$ cat src/rtl/load_align_unit_pkg.sv
// Shared definitions for the load alignment unit: load-type codes, FSM state
// encodings and the access-size decode used by both the FSM and the merge path.
package load_align_unit_pkg;

    localparam logic [2:0] F3_LB  = 3'b000;
    localparam logic [2:0] F3_LH  = 3'b001;
    localparam logic [2:0] F3_LW  = 3'b010;
    localparam logic [2:0] F3_LD  = 3'b011;
    localparam logic [2:0] F3_LBU = 3'b100;
    localparam logic [2:0] F3_LHU = 3'b101;
    localparam logic [2:0] F3_LWU = 3'b110;

    localparam logic [2:0] ST_IDLE  = 3'd0;
    localparam logic [2:0] ST_ACC0  = 3'd1;
    localparam logic [2:0] ST_WAIT0 = 3'd2;
    localparam logic [2:0] ST_ACC1  = 3'd3;
    localparam logic [2:0] ST_WAIT1 = 3'd4;
    localparam logic [2:0] ST_RESP  = 3'd5;

    // Access size in bytes; 0 marks a funct3 that is illegal for this XLEN.
    function automatic logic [3:0] load_size(input logic [2:0] funct3, input logic xlen64);
        logic [3:0] size;
        case (funct3)
            F3_LB, F3_LBU: size = 4'd1;
            F3_LH, F3_LHU: size = 4'd2;
            F3_LW:         size = 4'd4;
            F3_LD:         size = xlen64 ? 4'd8 : 4'd0;
            F3_LWU:        size = xlen64 ? 4'd4 : 4'd0;
            default:       size = 4'd0;
        endcase
        return size;
    endfunction

    function automatic logic load_signed(input logic [2:0] funct3);
        return ~funct3[2];
    endfunction

endpackage

$ cat src/rtl/load_align_unit_extend.sv
// Combinational byte merge and extension: picks the loaded bytes out of one or
// two consecutive words and sign- or zero-extends them to XLEN.
module load_align_extend
    import load_align_unit_pkg::*;
#(
    parameter int XLEN = 32,
    localparam int OFFB = $clog2(XLEN / 8)
) (
    input  logic [XLEN-1:0] word0_i,
    input  logic [XLEN-1:0] word1_i,
    input  logic [OFFB-1:0] off_i,
    input  logic [2:0]      funct3_i,
    output logic [XLEN-1:0] data_o
);

    localparam logic XLEN64 = (XLEN == 64);

    logic [XLEN-1:0] low;
    logic [3:0]      size;
    logic            sign_bit;
    int              nbits;

    assign low  = XLEN'({word1_i, word0_i} >> {off_i, 3'b000});
    assign size = load_size(funct3_i, XLEN64);

    always_comb begin
        sign_bit = 1'b0;
        nbits    = 8 * int'(size);
        case (size)
            4'd1:    sign_bit = low[7];
            4'd2:    sign_bit = low[15];
            4'd4:    sign_bit = low[31];
            4'd8:    sign_bit = low[XLEN-1];
            default: sign_bit = 1'b0;
        endcase
        sign_bit = sign_bit & load_signed(funct3_i);
        data_o = '0;
        // A full-width load leaves nothing above nbits, so it passes through untouched.
        for (int i = 0; i < XLEN; i++) begin
            data_o[i] = (i < nbits) ? low[i] : sign_bit;
        end
    end

endmodule

$ cat src/rtl/load_align_unit.sv
// Multi-cycle load unit: issues one or two word-aligned reads per load, merges
// and extends the bytes, and returns the result on a valid/ready channel.
//
// state | meaning
// IDLE  | ready for a new load request
// ACC0  | first word read request on the memory port
// WAIT0 | waiting for first word data
// ACC1  | second word read request (word-crossing load only)
// WAIT1 | waiting for second word data
// RESP  | result held on resp_* until resp_ready
module load_align_unit
    import load_align_unit_pkg::*;
#(
    parameter int XLEN        = 32,
    parameter int ADDR_W      = 32,
    parameter bit MISALIGN_EN = 1'b1
) (
    input  logic              clk,
    input  logic              reset,
    input  logic              req_valid,
    output logic              req_ready,
    input  logic [ADDR_W-1:0] req_addr,
    input  logic [2:0]        req_funct3,
    output logic              mem_req_valid,
    input  logic              mem_req_ready,
    output logic [ADDR_W-1:0] mem_addr,
    input  logic              mem_rvalid,
    input  logic [XLEN-1:0]   mem_rdata,
    output logic              resp_valid,
    input  logic              resp_ready,
    output logic [XLEN-1:0]   resp_data,
    output logic              resp_fault
);

    localparam int   W      = XLEN / 8;
    localparam int   OFFB   = $clog2(W);
    localparam logic XLEN64 = (XLEN == 64);

    logic [2:0]        state_q, state_d;
    logic [ADDR_W-1:0] base_q, base_d;
    logic [2:0]        funct3_q, funct3_d;
    logic [OFFB-1:0]   off_q, off_d;
    logic              cross_q, cross_d;
    logic [XLEN-1:0]   word0_q, word0_d;
    logic [XLEN-1:0]   resp_data_q, resp_data_d;
    logic              resp_fault_q, resp_fault_d;

    logic [OFFB-1:0]   req_off;
    logic [3:0]        req_size;
    logic              req_illegal;
    logic              req_misaligned;
    logic [4:0]        req_span;
    logic              req_cross;

    logic [XLEN-1:0]   ext_w0;
    logic [XLEN-1:0]   ext_w1;
    logic [XLEN-1:0]   ext_data;

    assign req_off        = req_addr[OFFB-1:0];
    assign req_size       = load_size(req_funct3, XLEN64);
    assign req_illegal    = (req_size == 4'd0);
    assign req_misaligned = (req_off & OFFB'(req_size - 4'd1)) != '0;
    assign req_span       = 5'(req_off) + 5'(req_size);
    assign req_cross      = req_span > 5'(W);

    // Merge straight from mem_rdata on the cycle the last word arrives.
    assign ext_w0 = (state_q == ST_WAIT0) ? mem_rdata : word0_q;
    assign ext_w1 = (state_q == ST_WAIT1) ? mem_rdata : '0;

    load_align_extend #(
        .XLEN (XLEN)
    ) u_extend (
        .word0_i  (ext_w0),
        .word1_i  (ext_w1),
        .off_i    (off_q),
        .funct3_i (funct3_q),
        .data_o   (ext_data)
    );

    always_comb begin
        state_d      = state_q;
        base_d       = base_q;
        funct3_d     = funct3_q;
        off_d        = off_q;
        cross_d      = cross_q;
        word0_d      = word0_q;
        resp_data_d  = resp_data_q;
        resp_fault_d = resp_fault_q;
        case (state_q)
            ST_IDLE: begin
                if (req_valid) begin
                    base_d   = {req_addr[ADDR_W-1:OFFB], {OFFB{1'b0}}};
                    funct3_d = req_funct3;
                    off_d    = req_off;
                    cross_d  = req_cross;
                    if (req_illegal || (req_misaligned && !MISALIGN_EN)) begin
                        resp_data_d  = '0;
                        resp_fault_d = 1'b1;
                        state_d      = ST_RESP;
                    end else begin
                        resp_fault_d = 1'b0;
                        state_d      = ST_ACC0;
                    end
                end
            end
            ST_ACC0: begin
                if (mem_req_ready) state_d = ST_WAIT0;
            end
            ST_WAIT0: begin
                if (mem_rvalid) begin
                    word0_d = mem_rdata;
                    if (cross_q) begin
                        state_d = ST_ACC1;
                    end else begin
                        resp_data_d = ext_data;
                        state_d     = ST_RESP;
                    end
                end
            end
            ST_ACC1: begin
                if (mem_req_ready) state_d = ST_WAIT1;
            end
            ST_WAIT1: begin
                if (mem_rvalid) begin
                    resp_data_d = ext_data;
                    state_d     = ST_RESP;
                end
            end
            ST_RESP: begin
                if (resp_ready) state_d = ST_IDLE;
            end
            default: state_d = ST_IDLE;
        endcase
    end

    always_ff @(posedge clk) begin
        if (reset) begin
            state_q      <= ST_IDLE;
            base_q       <= '0;
            funct3_q     <= '0;
            off_q        <= '0;
            cross_q      <= 1'b0;
            word0_q      <= '0;
            resp_data_q  <= '0;
            resp_fault_q <= 1'b0;
        end else begin
            state_q      <= state_d;
            base_q       <= base_d;
            funct3_q     <= funct3_d;
            off_q        <= off_d;
            cross_q      <= cross_d;
            word0_q      <= word0_d;
            resp_data_q  <= resp_data_d;
            resp_fault_q <= resp_fault_d;
        end
    end

    assign req_ready     = (state_q == ST_IDLE);
    assign mem_req_valid = (state_q == ST_ACC0) || (state_q == ST_ACC1);
    assign resp_valid    = (state_q == ST_RESP);
    assign resp_data     = resp_data_q;
    assign resp_fault    = resp_fault_q;

    always_comb begin
        case (state_q)
            ST_ACC0: mem_addr = base_q;
            ST_ACC1: mem_addr = base_q + ADDR_W'(W);
            default: mem_addr = '0;
        endcase
    end

endmodule

$ cat config.mk
export PLATFORM = sky130hd
export DESIGN_NAME = load_align_unit
export DESIGN_NICKNAME = d
export VERILOG_FILES = /design/src/rtl/load_align_unit_pkg.sv /design/src/rtl/load_align_unit_extend.sv /design/src/rtl/load_align_unit.sv
export SDC_FILE = /design/constraint.sdc
export NUM_CORES = 1
export LEC_CHECK = 0
export CORE_MARGIN = 10
export CORE_UTILIZATION = 60
export CTS_CLUSTER_DIAMETER = 100
export DETAILED_ROUTE_END_ITERATION = 12
export DONT_BUFFER_PORTS = 1
export GPL_TIMING_DRIVEN = 0
export PLACE_DENSITY = 0.84
export SLEW_MARGIN = 30
export SYNTH_ARGS = -nofsm -noshare
export SYNTH_HDL_FRONTEND = slang
export SYNTH_HIERARCHICAL = 1
export SYNTH_SLANG_ARGS = --single-unit
$ cat constraint.sdc
create_clock -name clk -period 4.1 [get_ports clk]
set_input_delay 0.205 -clock clk [delete_from_list [all_inputs] [get_ports clk]]
set_output_delay 0.205 -clock clk [all_outputs]
set_load 0.005 [all_outputs]
==> metrics.txt <==
outcome=finished clean; Placed Area=approximately 0.0068 sq mm; layout cell share with drive strength beyond 1=between 10% and 20%; IO buf count=0; DP HPWL=14.6 mm; vias in the first global route=between 6k and 7k; CTS Buffer Depth=2; Pwr Density=roughly 340 mW/mm^2; die footprint=0.0156 sq mm; CTS resizes=0; clock root buffer=clkbuf_8; register clock-pin slew on the reported worst setup and hold paths=around 100 ps; Final Skew=9.33 ps; Placed Instances=989; Final Wtd Congestion=0.956; # DRC=0; crit path capture type=flop; Clock Sinks=104; hold-fix buffers at CTS=68; grt ovf=0; Global Route Usage Sum=approximately a quarter; Lkg Pwr=2.88 nW; worst skew pair latency=380 ps; initial antenna violation count=0; Rel. slew slack=between 50% and 60%; pin count of the biggest net entering global routing=17; H-tree depth=3; Core Area=between 0.01 and 0.015 sq mm; Hold WC Path Type=input port to flop; Synth Warn #=6; Tmin final=about 3100 ps; antenna fix cells=0; unrepaired setup endpoints after global routing=no; I/O pins=around 140; DRT iter0 DRCs=~700; first-pass GRT wire length=32.6 mm; Layout Cells excl Fill=between 1k and 1.5k; FMAX=about 320 MHz; final worst-path cycle share=around three quarters; postcts setup bufs=0; CTS tree=built; Critical Path RT=roughly 4400 ps; final design utilization=between 70% and 80%; initial core utilization=between 60% and 70%; cell count after synthesis=between 800 and 900; synthesis-to-layout area growth=16.5%; post-layout instance area=roughly 0.0077 sq mm; wire per inst=~19 microns; nets@finish=about 1.0k; max cap viols=0; clock buffer count from CTS=9; Hold Vio Cnt, Final=0; via count=~6.4k; Pins Over Slew Limit=0; setup TNS=0 ps; synthesized area=between 0.006 and 0.007 sq mm; routed wire length=20.5 mm; Avg Cell Area, Syn=a little under 8 sq um; Die H=~120 microns; Final ANT Viol Nets=0; maximum vdd ir drop=between 0.2 and 0.3 mV; vias per std cell=between 5 and 6; Rows=38; Critical Path Fanout Max=10; drt first pass iters=5; crit path kind=flop to flop; CP startpoint kind=flop; Die X-Extent=about 120 microns; CP arrival=around 3400 ps; Worst-Margin Slew=between 600 and 700 ps; Setup Viol. Count Final=0
==> registers in the layout, summed over array words and instances (netlist names) <==
signal	flops
state_q	3
word0_q	32
off_q	2
funct3_q	3
resp_fault	1
base_q	30
resp_data	32
cross_q	1
==> path summary, 6_finish.rpt <==
kind | start | endpoint | slack, ps | cells past startpoint
min reg2reg | word0_q[17]$_SDFFE_PP0P_ | word0_q[17]$_SDFFE_PP0P_ | 460 | 2
min | req_funct3[2] | cross_q$_SDFFE_PP0P_ | 40 | 3
max | state_q[0]$_SDFFE_PP0P_ | resp_data[29]$_SDFFE_PP0P_ | 970 | 11
max reg2reg | state_q[0]$_SDFFE_PP0P_ | resp_data[29]$_SDFFE_PP0P_ | 970 | 11
==> worst max-delay path, stage by stage (launching register included) <==
cell and delay (ps):
dfxtp_1 310, buf_2 170, nor3b_2 490, buf_2 340
mux2_2 380, mux2_1 350, and3_1 220, o31ai_4 300
buf_6 220, o21ai_2 70, nand2_1 100, mux2i_1 60
==> power by group <==
part | switching [W] | internal, W | total (W)
clock | 0.000358 | 0.000376 | 0.000735
combinational | 0.000453 | 0.000309 | 0.000762
sequential | 0.0000662 | 0.00107 | 0.00114
==> per-stage QoR <==
step                      power (W)  hold WS (ps)  setup slack [ps]
after global routing        0.00276          46.4               794
after global placement      0.00183           342               992
after floorplan             0.00168           341              1460
final                       0.00263          42.3               969
after CTS                   0.00262          32.3               965
after detailed placement    0.00184           347               979
==> cell type report <==
type	instances	area, sq um
Fill cell	828	3120
Sequential cell	104	2080
Multi-Input combinational cell	663	4120
Clock inverter	5	78.8
Inverter	9	33.8
Clock buffer	11	151
Timing Repair Buffer	68	681
Tap cell	140	175
Buffer	73	354
==> cells in the final DEF (no fill, tap or decap), types with 19 or more instances in the layout <==
cell type	n
nand2_1	186
mux2_2	39
dlygate4sd3_1	68
o21ai_0	19
mux2i_1	66
buf_2	28
dfxtp_1	104
nor2_1	37
a21oi_1	102
nand2b_1	36
and2_1	28
clkbuf_1	31
==> layer usage <==
layer	share of wire (%)	track usage, %	wire length [microns]	up-vias
met3	8.7	7.87	1780	47
met2	48	42.2	9780	296
met5	0	0	0	-
met4	3.4	10.5	706	0
li1	-	-	-	3091
met1	40	29.3	8250	2949
No activity file was read; power rests on OpenSTA's default activity.
